`config.mk`:
```
export PLATFORM = sky130hd
export DESIGN_NAME = pipe_mem
export DESIGN_NICKNAME = d
export VERILOG_FILES = /design/src/rtl/pipe_mem.sv
export SDC_FILE = /design/constraint.sdc
export NUM_CORES = 2
export LEC_CHECK = 0
export CAP_MARGIN = 15
export CORE_MARGIN = 2
export CORE_UTILIZATION = 50
export CTS_CLUSTER_SIZE = 40
export DETAILED_ROUTE_END_ITERATION = 6
export GPL_TIMING_DRIVEN = 0
export PLACE_DENSITY = 0.71
export SYNTH_ARGS = -nofsm -noshare
export SYNTH_HDL_FRONTEND = slang
export SYNTH_SLANG_ARGS = --single-unit
```
`constraint.sdc`:
```
create_clock -name clk -period 13.5 [get_ports clk]
set_input_delay 2.7 -clock clk [delete_from_list [all_inputs] [get_ports clk]]
set_output_delay 2.7 -clock clk [all_outputs]
set_load 0.005 [all_outputs]
```
`src/rtl/pipe_mem.sv`:
```
// rtl/pipe_mem.sv - pipeline RAM with clear-on-reset sequencer, load port and registered read
module pipe_mem #(
  parameter int DW           = 16,
  parameter int AW           = 8,
  parameter int RD_MODE      = 0,
  parameter int CLEAR_ON_RST = 1
) (
  input  logic          clk,
  input  logic          rst,
  output logic          ready_o,
  input  logic          a_en_i,
  input  logic          a_wen_i,
  input  logic [AW-1:0] a_addr_i,
  input  logic [DW-1:0] a_wdata_i,
  output logic [DW-1:0] a_rdata_o,
  output logic          a_rvalid_o,
  input  logic          ld_valid_i,
  output logic          ld_ready_o,
  input  logic [AW-1:0] ld_addr_i,
  input  logic [DW-1:0] ld_data_i
);

  typedef enum logic {S_CLEAR, S_RUN} state_t;

  state_t        state_q, state_d;
  logic [AW-1:0] cnt_q, cnt_d;
  logic          ready_q, ready_d;
  logic [DW-1:0] rdata_q, rdata_d;
  logic          rvalid_q, rvalid_d;
  logic [DW-1:0] mem_q [2**AW];

  logic          a_rd, a_wr, ld_acc;
  logic          we;
  logic [AW-1:0] waddr;
  logic [DW-1:0] wdata;

  always_ff @(posedge clk) begin
    if (rst) begin
      state_q <= (CLEAR_ON_RST != 0) ? S_CLEAR : S_RUN;
      cnt_q   <= '0;
      ready_q <= 1'b0;
    end else begin
      state_q <= state_d;
      cnt_q   <= cnt_d;
      ready_q <= ready_d;
    end
  end

  // The counter wraps back to zero on the same edge that leaves CLEAR.
  always_comb begin
    state_d = state_q;
    cnt_d   = cnt_q;
    ready_d = ready_q;
    case (state_q)
      S_CLEAR: begin
        cnt_d = cnt_q + 1'b1;
        if (cnt_q == {AW{1'b1}}) begin
          state_d = S_RUN;
          ready_d = 1'b1;
        end
      end
      default: ready_d = 1'b1;
    endcase
  end

  always_comb begin
    a_rd       = ready_q & a_en_i & ~a_wen_i;
    a_wr       = ready_q & a_en_i & a_wen_i;
    ld_ready_o = ready_q & ~(a_en_i & a_wen_i);
    ld_acc     = ld_valid_i & ld_ready_o;
    we         = 1'b0;
    waddr      = a_addr_i;
    wdata      = a_wdata_i;
    if (!rst) begin
      if (state_q == S_CLEAR) begin
        we    = 1'b1;
        waddr = cnt_q;
        wdata = '0;
      end else if (a_wr) begin
        we = 1'b1;
      end else if (ld_acc) begin
        we    = 1'b1;
        waddr = ld_addr_i;
        wdata = ld_data_i;
      end
    end
  end

  // Write-first mode forwards the word being written in the same cycle.
  always_comb begin
    rdata_d  = rdata_q;
    rvalid_d = 1'b0;
    if (a_rd) begin
      rvalid_d = 1'b1;
      if (RD_MODE != 0 && we && waddr == a_addr_i) rdata_d = wdata;
      else                                         rdata_d = mem_q[a_addr_i];
    end
  end

  always_ff @(posedge clk) begin
    if (rst) begin
      rdata_q  <= '0;
      rvalid_q <= 1'b0;
    end else begin
      rdata_q  <= rdata_d;
      rvalid_q <= rvalid_d;
    end
  end

  always_ff @(posedge clk) begin
    if (we) mem_q[waddr] <= wdata;
  end

  assign ready_o    = ready_q;
  assign a_rdata_o  = rdata_q;
  assign a_rvalid_o = rvalid_q;

endmodule

```
==> reports/results.txt <==
Critical path arrival: 8.57 ns
Hold Buf Count CTS: 0
Layout cell share with drive strength beyond 1: 24.23%
GR Util All Layers: 29.58%
Area Overhead vs Synth: 15.67%
Outcome: completed
Drt pass-1 iters: 6
Yosys Warn Count: 0
Final setup fails: 0
Asr flop ratio synth: 0%
Register bit count reported by yosys: 4123
Post-layout nets: 8568
Antenna-violating nets left: 0
WL final: 483000 um
Layout Utilization: 58.03%
Skew final: 0.07679 ns
DR vias: 85771
Initial antenna violation count: 25
Hold WS: 0.5180 ns
Logic gate share of total power: 5.7%
Flop-to-flop setup slack: 7.98 ns
Starting DRT DRC Count: 14368
Critical Path End Type: register
CP Launch Type: input pin
Initial Util: 50.17%
Syn avg cell area: 20.58 um2
Int Pwr: 20.75 mW
Pin count of the biggest net entering global routing: 44
Final hold viol count: 0
Tcrit/Tclk final: 58.20%
RSZ-0062 raised after global routing: no
Drt wl/cell: 37.08 um
Synth area leaders: edfxtp_1 (77%), mux4_2 (9.1%), mux2i_1 (4.9%)
Syn Nets: 7796
Vias per std cell: 6.585
Area of placed instances: 0.1714 mm2
First-pass GRT wire length: 660400 um
Yosys cell types: 67
Design area: 0.1843 mm2
LEAKAGE: 59.75 nW
Vias in the first global route: 83906
H-tree Lvls: 5
I/O pin count: 72
Critical path class: in2reg
P_sw: 5.919 mW
Post-synth top area share: 77.22%
Max-Cap Viols: 0
Sw frac: 22.20%
CTS tree: done
Placeable core region: 0.3175 mm2
RD Place Congestion: 0.9936
Die Span Y: 568.4 um
Clock buffer depth: 4
Die ar.: 0.3231 mm2
TritonCTS Buffers: 397
GR Overflow Total: 0
Top-count cell post-synth: edfxtp_1
Port Buffer Count: 67
WP data required: 14.21 ns
Pins Over Slew Limit: 0
Commonest cells post-synth: edfxtp_1 (4096), mux2i_1 (777), mux4_2 (642)
Worst hold path class: reg2reg
CTS resizes: 0
Min cycle time layout: 7.858 ns
Total negative slack: 0 ns
Mapped Area: 0.1593 mm2
Sequential share of power: 52.9%
Latest clock arrival within the worst-skew pair: 1.03 ns
Clock slew at reported path FFs: 0.06 ns
Worst Path Max Fanout: 10
Root Driver: clkbuf_16
Fmax: 127.3 MHz
Chip width: 568.4 um
Clk pwr share: 41.4%
# DRC: 0
Post-synth EDFFs: 4096
Worst Tran Pin Value: 1.401 ns
Num Clock Sinks: 4123
Cells after synthesis: 7742
Half-perimeter wire length after placement: 338600 um
Main synth FF type: edfxtp_1
Worst rel slew slack: 6.172%
# Post-CTS Setup Buffers: 0
PD cells: 144.7 mW/mm2
Sequential element share of the synthesized area: 77.55%
Row count: 207
Dominant cell type by area after synthesis: edfxtp_1
Worst vdd ir: 0.1169 mV
==> flip-flops by register name (all words and copies together), names as in the netlist <==
| register | count |
|---|---|
| mem_q | 4096 |
| a_rdata_o | 16 |
| state_q | 1 |
| cnt_q | 8 |
| a_rvalid_o | 1 |
| ready_o | 1 |
==> cell families after synthesis <==
| kind of cell | after synthesis | share of synthesized area (%) |
|---|---|---|
| flip-flops | 4123 | 77.55 |
| multiplexers | 1449 | 14.17 |
| AO/OA/AOI/OAI | 906 | 4.111 |
| AND/OR/NAND/NOR | 785 | 2.245 |
| buffers and inverters | 472 | 1.877 |
| XOR/XNOR | 6 | 0.03300 |
| adder cells (fa/ha/maj) | 1 | 0.007853 |
==> routing by layer <==
metal	vias to the layer above	GRT usage [%]	wire (um)
met5	-	0.9073	484
met4	24	16.63	32870
met3	1116	8.686	62930
met2	6157	44.20	216700
met1	44576	38.99	170100
li1	33898	-	-
==> worst paths after layout <==
check               from              to  cells after the start
max          a_addr_i[1]   mem_q[110][1]                     11
max reg2reg      state_q  mem_q[213][14]                      9
min             cnt_q[0]        cnt_q[0]                      2
min reg2reg     cnt_q[0]        cnt_q[0]                      2
==> power groups by stage <==
stage | Combinational, mW | Sequential (mW) | Clock (mW)
after floorplan | 0.745 | 14.5 | 0
after global placement | 1.32 | 14.6 | 0
after detailed placement | 1.48 | 14.4 | 0
after CTS | 1.49 | 14.1 | 11.1
after global routing | 1.55 | 14.1 | 11.5
final | 1.53 | 14.1 | 11.0
==> through the flow <==
step	std cells	setup slack (ns)	power [mW]
2_1_floorplan	7742	1.376	15.21
3_3_place_gp	11989	-10.48	15.92
3_5_place_dp	12292	5.028	15.85
4_1_cts	13009	6.089	26.64
5_1_grt	13022	5.888	27.20
6_report	13026	5.642	26.67
==> area by class of cell <==
cell class              count  area [um2]
inverters                   4       17.52
flip-flops and latches   4123      123500
diodes                     14       35.03
fillers                 22430      133300
plain buffers             468        2983
clock inverters           242        2464
clock buffers             475       10300
multi-input cells        3147       33550
repair buffers            373        6136
well taps                4180        5230
==> worst max-delay path, cell delays in order <==
cell             delay [ns]
clkdlybuf4s50_1        0.60
buf_4                  0.42
buf_2                  0.74
nand2_1                0.11
a31oi_1                0.95
nor2b_1                0.23
buf_2                  0.24
nand3_1                0.58
buf_2                  0.76
nor2_1                 0.91
buf_6                  0.25
==> cells in the final DEF, fill, tap and decap left out, types with 118 or more instances in the layout <==
| cell | n |
|---|---|
| a22oi_1 | 403 |
| buf_12 | 118 |
| buf_2 | 153 |
| buf_8 | 127 |
| clkbuf_1 | 232 |
| clkbuf_16 | 399 |
| edfxtp_1 | 4096 |
| mux2i_1 | 777 |
| mux4_2 | 642 |
| nand2_1 | 176 |
| nor2_2 | 236 |
| o221ai_1 | 127 |
Power figures use the tool's default switching activity.
